<file path="src/rtl/bi_arb_pkg.sv">
// rtl/bi_arb_pkg.sv - shared state encodings, direction constants and helpers for bi_bus_arbiter
package bi_arb_pkg;

   typedef enum logic [1:0] {
      ST_IDLE    = 2'd0,
      ST_TURN    = 2'd1,
      ST_GRANT_A = 2'd2,
      ST_GRANT_B = 2'd3
   } arb_state_t;

   localparam logic DIR_A = 1'b1;
   localparam logic DIR_B = 1'b0;

   // Wide enough for MAX_BURST up to 255 and TURN_CYCLES up to 15
   localparam int CNT_W = 8;

   function automatic arb_state_t grant_state(input logic d);
      return (d == DIR_A) ? ST_GRANT_A : ST_GRANT_B;
   endfunction

endpackage

</file>
<file path="src/rtl/bi_arb_cnt.sv">
// rtl/bi_arb_cnt.sv - loadable down-counter with zero flag, saturating at zero
module bi_arb_cnt #(
   parameter int W = 8
) (
   input  logic         clk,
   input  logic         rst,
   input  logic         load,
   input  logic         dec,
   input  logic [W-1:0] load_val,
   output logic         zero
);

   logic [W-1:0] count;

   always_ff @(posedge clk) begin
      if (rst) begin
         count <= '0;
      end else if (load) begin
         count <= load_val;
      end else if (dec && (count != '0)) begin
         count <= count - W'(1);
      end
   end

   assign zero = (count == '0);

endmodule

</file>
<file path="src/rtl/bi_bus_arbiter.sv">
// rtl/bi_bus_arbiter.sv - two-sided shared-line arbiter with turnaround gaps; BI_ARB_BURST_LIMIT_EN enables burst-limited grants
module bi_bus_arbiter
   import bi_arb_pkg::*;
#(
   parameter int TURN_CYCLES = 2,
   parameter int MAX_BURST   = 8
) (
   input  logic clk,
   input  logic rst,
   input  logic req_a,
   input  logic req_b,
   output logic gnt_a,
   output logic gnt_b,
   output logic dir,
   output logic oe,
   output logic busy
);

   localparam logic [CNT_W-1:0] TURN_LOAD  = CNT_W'(TURN_CYCLES - 1);
   localparam logic [CNT_W-1:0] BURST_LOAD = CNT_W'(MAX_BURST - 1);

   arb_state_t       state_q, state_d;
   logic             dir_q, dir_d;
   logic             driven_q, driven_d;
   logic             last_b_q, last_b_d;
   logic             cnt_load, cnt_dec, cnt_zero;
   logic [CNT_W-1:0] cnt_val;
   logic             go_turn, go_grant, tgt;
   logic             own_req, other_req;

   // Turnaround and burst never overlap in time, so one counter serves both
   bi_arb_cnt #(.W(CNT_W)) u_cnt (
      .clk      (clk),
      .rst      (rst),
      .load     (cnt_load),
      .dec      (cnt_dec),
      .load_val (cnt_val),
      .zero     (cnt_zero)
   );

   always_comb begin
      state_d   = state_q;
      dir_d     = dir_q;
      driven_d  = driven_q;
      last_b_d  = last_b_q;
      cnt_load  = 1'b0;
      cnt_dec   = 1'b0;
      cnt_val   = '0;
      go_turn   = 1'b0;
      go_grant  = 1'b0;
      tgt       = dir_q;
      own_req   = 1'b0;
      other_req = 1'b0;

      case (state_q)
         ST_IDLE: begin
            if (req_a || req_b) begin
               if (req_a && req_b) begin
                  tgt = last_b_q ? DIR_A : DIR_B;
               end else begin
                  tgt = req_a ? DIR_A : DIR_B;
               end
               // The line is never granted straight out of reset: the first owner always gets a turnaround
               if (driven_q && (tgt == dir_q)) begin
                  go_grant = 1'b1;
               end else begin
                  go_turn = 1'b1;
               end
            end
         end

         ST_TURN: begin
            cnt_dec = 1'b1;
            if (cnt_zero) begin
               if ((dir_q == DIR_A) ? req_a : req_b) begin
                  go_grant = 1'b1;
               end else begin
                  state_d = ST_IDLE;
               end
            end
         end

         ST_GRANT_A, ST_GRANT_B: begin
            cnt_dec   = 1'b1;
            own_req   = (state_q == ST_GRANT_A) ? req_a : req_b;
            other_req = (state_q == ST_GRANT_A) ? req_b : req_a;
            tgt       = (state_q == ST_GRANT_A) ? DIR_B : DIR_A;
            if (!own_req) begin
               if (other_req) begin
                  go_turn = 1'b1;
               end else begin
                  state_d = ST_IDLE;
               end
            end
`ifdef BI_ARB_BURST_LIMIT_EN
            else if (cnt_zero && other_req) begin
               go_turn = 1'b1;
            end
`endif
         end

         default: state_d = ST_IDLE;
      endcase

      if (go_turn) begin
         state_d  = ST_TURN;
         dir_d    = tgt;
         cnt_load = 1'b1;
         cnt_val  = TURN_LOAD;
      end

      if (go_grant) begin
         state_d  = grant_state(tgt);
         dir_d    = tgt;
         driven_d = 1'b1;
         last_b_d = (tgt == DIR_B);
         cnt_load = 1'b1;
         cnt_val  = BURST_LOAD;
      end
   end

   always_ff @(posedge clk) begin
      if (rst) begin
         state_q  <= ST_IDLE;
         dir_q    <= DIR_B;
         driven_q <= 1'b0;
         last_b_q <= 1'b1;
         gnt_a    <= 1'b0;
         gnt_b    <= 1'b0;
         oe       <= 1'b0;
      end else begin
         state_q  <= state_d;
         dir_q    <= dir_d;
         driven_q <= driven_d;
         last_b_q <= last_b_d;
         gnt_a    <= (state_d == ST_GRANT_A);
         gnt_b    <= (state_d == ST_GRANT_B);
         oe       <= (state_d == ST_GRANT_A) || (state_d == ST_GRANT_B);
      end
   end

   assign dir  = dir_q;
   assign busy = (state_q != ST_IDLE);

endmodule

</file>
<file path="config.mk">
export PLATFORM = sky130hd
export DESIGN_NAME = bi_bus_arbiter
export DESIGN_NICKNAME = d
export VERILOG_FILES = /design/src/rtl/bi_arb_pkg.sv /design/src/rtl/bi_arb_cnt.sv /design/src/rtl/bi_bus_arbiter.sv
export SDC_FILE = /design/constraint.sdc
export NUM_CORES = 1
export LEC_CHECK = 0
export ABC_CLOCK_PERIOD_IN_PS = 2710
export BUFFER_PORTS_ARGS = -buffer_cell sky130_fd_sc_hd__buf_2
export CAP_MARGIN = 20
export CORE_MARGIN = 5
export CORE_UTILIZATION = 55
export DETAILED_ROUTE_END_ITERATION = 10
export PLACE_DENSITY = 0.84
export RECOVER_POWER = 100
export SLEW_MARGIN = 20
export SYNTH_ARGS = -nofsm -noshare
export SYNTH_HDL_FRONTEND = slang
export SYNTH_SLANG_ARGS = --single-unit
</file>
<file path="constraint.sdc">
create_clock -name clk -period 2.71 [get_ports clk]
set_clock_uncertainty 0.05 [all_clocks]
set_input_delay 0.542 -clock clk [delete_from_list [all_inputs] [get_ports clk]]
set_output_delay 0.542 -clock clk [all_outputs]
set_load 0.03 [all_outputs]
</file>
==> key figures, run 1 <==
STA
  • Final hold slack: 0.4616 ns
  • Worst setup margin: approximately 0.5 ns
  • Final Hold Viols: 0
  • Period utilization: approximately four fifths
  • Final slew viol count: 0
  • Fin Setup TNS: 0 ns
  • Relative slew slack: a little over three fifths
  • Worst slew pin tran: roughly 0.56 ns
  • RSZ-0062 raised after global routing: no
  • Final min period: ~2.2 ns
  • Fmax: ~0.45 GHz
  • Final setup violation count: 0

Flow run
  • Max Cap Violations: 0

Logic synthesis
  • Synthesized cell area: ~860 um2
  • Register area share after synthesis: a little under two fifths
  • Syn nets: between 100 and 150
  • Syn_area_per_cell: between 8 and 9 um2
  • Simple-gate area share of the yosys netlist: between 30% and 40%
  • Yosys reg bits: 16
  • Synth unique cells: 38
  • Cells after Synth: 105
  • Main combinational cell family by area after synthesis: simple AND/OR/NAND/NOR gates
  • Multiplexer area fraction after synthesis: 1.170%
  • Area fraction in compound gates after synthesis: 17.40%
  • Syn. warnings: 0
  • Adder-Cell Fraction of Synth Area: roughly 1.5%
  • Post-synthesis xor/xnor area fraction: about 6.1%

Placement
  • Port Buffers: 8
  • Gpl congestion: just over 0.8
  • Placement Setup Slack: ~0.53 ns
  • DPL Wire Length: about 1400 um

Clock tree
  • TritonCTS clock tree: built
  • Num CTS Buffers: 3
  • Cts hold-fix bufs: 0
  • Clk_lat worst skew: about 0.29 ns
  • CTS max path bufs: 2
  • Num Clock Sinks: 16
  • # Post-CTS Setup Buffers: 0
  • H-tree levels: 1
  • Clock-pin slew on the worst setup and hold paths: 0.10 ns
  • Root Driver: clkbuf_4
  • Post-CTS sizing: 0

Layout
  • N_diodes: 0
  • Share of cells above drive strength 1: a little over a tenth
  • # fillers: between 100 and 150
  • Commonest cells after routing, fill and taps aside: 16 x dfxtp_1, 13 x nor2_1, 11 x nor3_1
  • Most common cell after layout, fill and taps aside: dfxtp_1
  • NumNets Final: between 100 and 150
  • Layout Area Growth over Synthesis: 7.602%

Routing
  • 1st-iter DRT viols: 12
  • TritonRoute pass-1 iters: 4
  • Routed wire length: between 1500 and 2000 um
  • Vias per cell: about 6.0
  • Vias: 764
  • Drt drc: 0
  • Routed len/inst: around 14 um
  • Antenna-violating nets left: 0

Pwr
  • Total power: ~1.1 mW
  • Maximum VDD drop: a little under 0.7 mV
  • Leak pwr: between 0.3 and 0.4 nW
  • Pwr dens: about 1200 nW/um2

Critical path
  • CP Data Arrival Time: roughly 2.4 ns
  • Max FO, Critical Path: 7
  • CP cell instances: inv_1, ha_1, or3b_1, nor4_2, or3_1, nor3_1, nor3_1
  • CP Launch Point: u_cnt.count[0]
  • Setup CP Type: flip-flop to flip-flop
  • Critical Path Sink Type: flip-flop
  • Reg2Reg Depth: 7
  • Worst path required time: ~2.9 ns
  • CP peak stage delay: between 0.4 and 0.5 ns
  • CP max-delay cell: nor4_2
  • Worst Setup Start Kind: flip-flop
  • Crit path top cell by count: nor3_1
  • Worst r2r src: u_cnt.count[0]

Global routing
  • Grt met1 use: between 10% and 20%
  • Grt total ovfl: 0
  • GRT Total Usage: 15.48%
  • Met3 Use GR: 1.835%
  • Global-route wire length before repair: approximately 3000 um
  • Initial antenna violation count: 0
  • Vias in the first global route: about 730
  • Grt met2 use: about 27%
  • Largest net degree at the start of global routing: 14
  • Gr busiest metal: met2

Status
  • Outcome: finished, final reports clean

Min path
  • Hold Crit Start: driven_q
  • Worst min-delay path class: flip-flop to flip-flop
  • Worst Hold Depth: 2

Floorplan
  • # IOs: 9
  • Die Ht: about 49 um
  • Initial Util: 57.48%
  • Die ar.: 2445 um2
  • Core Box Area: roughly 1500 um2
  • Die X: 49.45 um
  • Std cell rows: 14
## registers in the layout (all words and copies together) (netlist names)
register     flops
u_cnt.count      8
state_q          2
dir              1
driven_q         1
gnt_a            1
gnt_b            1
last_b_q         1
oe               1
## power by group
part | total [mW] | internal [mW] | leakage [nW] | switching (mW)
combinational | 0.582 | 0.235 | 0.206 | 0.347
sequential | 0.394 | 0.309 | 0.131 | 0.0856
clock | 0.158 | 0.0818 | 0.0210 | 0.0758
## kinds of logic after synthesis
family / count (synthesis)
AOI/OAI and AO/OA: 21
xor gates and xnor gates: 6
adders and majority gates: 1
buffers and inverters: 10
DFF: 16
muxes: 1
and+or+nand+nor: 50
## worst paths after layout
| check | slack, ns | endpoint |
|---|---|---|
| worst min-delay path | 0.46 | driven_q |
| worst max register to register | 0.50 | u_cnt.count[2] |
| worst min register to register | 0.46 | driven_q |
| worst max-delay path | 0.50 | u_cnt.count[2] |
## critical path: cells and delay by family, from the launching register on
kind          cells  cell delay, ns
fa+ha+maj         1            0.19
buf+inv           1            0.06
flops             1            0.34
simple gates      5            1.49
## stage by stage
stage	util [%]	std cells	cell area, um2
detailed placement	59.83	123	890.9
global route	61.85	127	920.9
global placement	59.83	123	890.9
finish	61.85	127	920.9
floorplan	-	105	855.8
CTS	62.27	127	927.1
## metal layers
metal,part of all wire [%],vias to the layer above
met5,0,-
met4,1.1,0
met3,3.4,4
met2,52,16
met1,44,358
li1,-,386
## final cells by class
| cell class | count | area, um2 | area share [%] |
|---|---|---|---|
| clock buffer | 4 | 36.28 | 3.940 |
| inverter | 4 | 15.01 | 1.630 |
| multi-input combinational | 79 | 495.5 | 53.80 |
| sequential | 16 | 320.3 | 34.78 |
| tap | 16 | 20.02 | 2.174 |
| timing repair buffer | 8 | 33.78 | 3.668 |
## Yosys cell counts
library cell / n / share of area (%)
o21a_1: 2 / 1.8
a21o_1: 1 / 0.88
nand4_1: 1 / 0.73
nor4_2: 1 / 1.5
ha_1: 1 / 1.5
nand3_1: 2 / 1.2
nor3_1: 11 / 6.4
a211oi_1: 1 / 0.88
nor2_1: 13 / 5.7
o21ai_0: 2 / 1.2
or3_1: 1 / 0.73
nor3b_1: 1 / 0.88
xor2_1: 5 / 5.1
mux2i_1: 1 / 1.2
o31ai_1: 1 / 0.88
o21ba_2: 1 / 1.2
nand2_1: 7 / 3.1
dfxtp_1: 16 / 37
nand3b_1: 2 / 1.8
or2_2: 1 / 0.73
and3_1: 1 / 0.73
or4_4: 1 / 1.3
clkbuf_1: 4 / 1.8
or3b_1: 1 / 1.0
o311a_1: 1 / 1.2
a21oi_1: 7 / 4.1
o2bb2ai_1: 1 / 1.0
o41ai_1: 1 / 1.0
o22a_2: 1 / 1.2
buf_2: 2 / 1.2
and4b_1: 1 / 1.2
nand2b_1: 4 / 2.9
xnor2_1: 1 / 1.0
nor2b_1: 1 / 0.73
inv_1: 4 / 1.8
a221oi_1: 1 / 1.0
or4b_1: 1 / 1.2
o32a_1: 1 / 1.2
No activity file was read; power rests on OpenSTA's default activity.
==> inputs of run 2 (changes only) <==
--- a/config.mk
+++ b/config.mk
@@ -5,7 +5,7 @@
 export SDC_FILE = /design/constraint.sdc
 export NUM_CORES = 1
 export LEC_CHECK = 0
-export ABC_CLOCK_PERIOD_IN_PS = 2710
+export ABC_CLOCK_PERIOD_IN_PS = 2200
 export BUFFER_PORTS_ARGS = -buffer_cell sky130_fd_sc_hd__buf_2
 export CAP_MARGIN = 20
 export CORE_MARGIN = 5
==> constraint.sdc (replaced) <==
create_clock -name clk -period 2.2 [get_ports clk]
set_clock_uncertainty 0.05 [all_clocks]
set_input_delay 0.44 -clock clk [delete_from_list [all_inputs] [get_ports clk]]
set_output_delay 0.44 -clock clk [all_outputs]
set_load 0.03 [all_outputs]
==> key figures, run 2 (synthesis gave the netlist of run 1 again) <==
Status
  • Outcome: finished, final reports clean

Critical path
  • Setup slack, reg-to-reg: 0.1 ns (-0.40 ns)
  • Critical Path Sink Type: flip-flop
  • CP Data Arrival Time: 2.29 ns (-0.09 ns)
  • CP cell instances: inv_1, ha_1, or3b_1, o311a_1, or4b_1, o2bb2ai_1
  • CP peak stage delay: 0.48 ns (about the same)
  • Worst Setup Start Kind: flip-flop
  • Worst r2r src: u_cnt.count[0]
  • Crit path buffers/inverters: 1 (unchanged)
  • CP Launch Point: u_cnt.count[0]
  • Setup CP Type: flip-flop to flip-flop
  • CP max-delay cell: or4b_1
  • Worst path required time: 2.39 ns (-0.49 ns)
  • Max FO, Critical Path: 4 (-3)
  • Top delay family on crit path: simple AND/OR/NAND/NOR gates

Routing
  • Routed wire length: 1856 um (+0.87%)
  • 1st-iter DRT viols: 5 (-7)
  • TritonRoute pass-1 iters: 2 (-2)
  • Vias per cell: 5.852 (-2.7%)
  • Drt drc: 0 (unchanged)
  • Vias: 749 (-2.0%)
  • Antenna-violating nets left: 0 (unchanged)
  • Routed len/inst: 14.50 um (about the same)

Layout
  • Fin area: 942.2 um2 (+2.3%)
  • Max FFs per register: 8 (unchanged)
  • Layout Area Growth over Synthesis: 10.09%
  • N_diodes: 0 (unchanged)
  • Commonest cells after routing, fill and taps aside: 16 x dfxtp_1, 13 x nor2_1, 11 x nor3_1
  • Biggest regs: u_cnt.count (8), state_q (2)
  • NumNets Final: 118 (+0.85%)
  • # fillers: 131 (-3.7%)
  • Final core utilization: 63.28% (+1.4 points)
  • Most common cell after layout, fill and taps aside: dfxtp_1
  • Largest Register: u_cnt.count
  • Share of cells above drive strength 1: 14.29% (+3.5 points)

Floorplan
  • Die X: 49.45 um (unchanged)
  • Std cell rows: 14 (unchanged)
  • Die ar.: 2445 um2 (unchanged)
  • Core Box Area: 1489 um2 (unchanged)
  • Die Ht: 49.45 um (unchanged)
  • Initial Util: 57.48% (unchanged)
  • # IOs: 9 (unchanged)

Clock tree
  • TritonCTS clock tree: built
  • # Post-CTS Setup Buffers: 0 (unchanged)
  • H-tree levels: 1 (unchanged)
  • Clk_lat worst skew: 0.30 ns (about the same)
  • CTS max path bufs: 2 (unchanged)
  • Num CTS Buffers: 3 (unchanged)
  • Root Driver: clkbuf_4
  • Clock-pin slew on the worst setup and hold paths: 0.09 ns (about the same)
  • Num Clock Sinks: 16 (unchanged)

STA
  • Final Hold Viols: 0 (unchanged)
  • Fmax: 0.4755 GHz (+5.0%)
  • Final setup violation count: 0 (unchanged)
  • Relative slew slack: 62.12% (-0.32 points)
  • Fin Setup TNS: 0 ns (unchanged)
  • Final slew viol count: 0 (unchanged)
  • Final min period: 2.103 ns (-0.1055 ns)
  • RSZ-0062 raised after global routing: no
  • Period utilization: 95.59% (+14 points)
  • Worst setup margin: 0.09692 ns (-0.4045 ns)
  • Worst slew pin tran: 0.5648 ns (+0.004705 ns)

Placement
  • Gpl congestion: 0.8284 (+2.3%)
  • Port Buffers: 8 (unchanged)
  • Placement Setup Slack: 0.1130 ns (-0.4194 ns)
  • DPL Wire Length: 1391 um (-1.9%)
  • Area of placed instances: 898.4 um2 (+0.84%)

Pwr
  • Total power: 1.415 mW (+25%)
  • Maximum VDD drop: 0.6386 mV (-7.6%)
  • Pwr dens: 1502 nW/um2 (+22%)
  • Leak pwr: 0.3700 nW (+3.6%)

Min path
  • Hold Crit Start: rst
  • Worst min-delay path class: input pin to flip-flop

Flow run
  • Max Cap Violations: 0 (unchanged)

Global routing
  • Global-route wire length before repair: 3187 um (+6.0%)
  • Grt total ovfl: 0 (unchanged)
  • GRT Total Usage: 16.34% (+0.86 points)
  • Initial antenna violation count: 0 (unchanged)
  • Vias in the first global route: 746 (+2.9%)
  • Largest net degree at the start of global routing: 14 (unchanged)
[run 2: what timing repair did]
action,CTS,global route
hold buffers,0,0
endpoints found under the setup margin,0,4
gates resized for setup,0,2
[run 2: where the power goes]
part	switching [mW]	internal (mW)
Sequential	0.105	0.380
Combinational	0.421	0.310
Clock	0.0979	0.101
Total	0.624	0.791
[run 2: cell type report]
class | instances | area (um2) | area share, %
Clock buffer | 4 | 36.28 | 3.851
Inverter | 4 | 15.01 | 1.594
Multi-Input combinational cell | 79 | 508.0 | 53.92
Sequential cell | 16 | 320.3 | 34.00
Tap cell | 16 | 20.02 | 2.125
Timing Repair Buffer | 9 | 42.54 | 4.515
[run 2: through the flow]
step	hold WS (ns)	std cells
finish	0.4185	128
global route	0.4306	128
detailed placement	0.4551	124
global placement	0.4336	124
CTS	0.4180	128
floorplan	0.4139	105
[run 2: final timing paths]
path              depth (start not counted)          to
hold / removal                            2  state_q[1]
hold reg to reg                           2    driven_q
setup / recovery                          6       gnt_a
setup reg to reg                          6       gnt_a
[run 2: worst reg2reg max path, stage by stage, from the launching register on]
cell	delay, ns
dfxtp_1	0.35
inv_1	0.06
ha_1	0.18
or3b_1	0.41
o311a_1	0.37
or4b_1	0.48
o2bb2ai_1	0.15
[run 2: layer usage]
metal	global-route usage, %	vias to the layer above	routed length, um
met1	18.92	346	812
met5	0	-	0
met4	10.92	0	63
met2	27.47	10	922
met3	2.141	7	57
li1	-	386	-
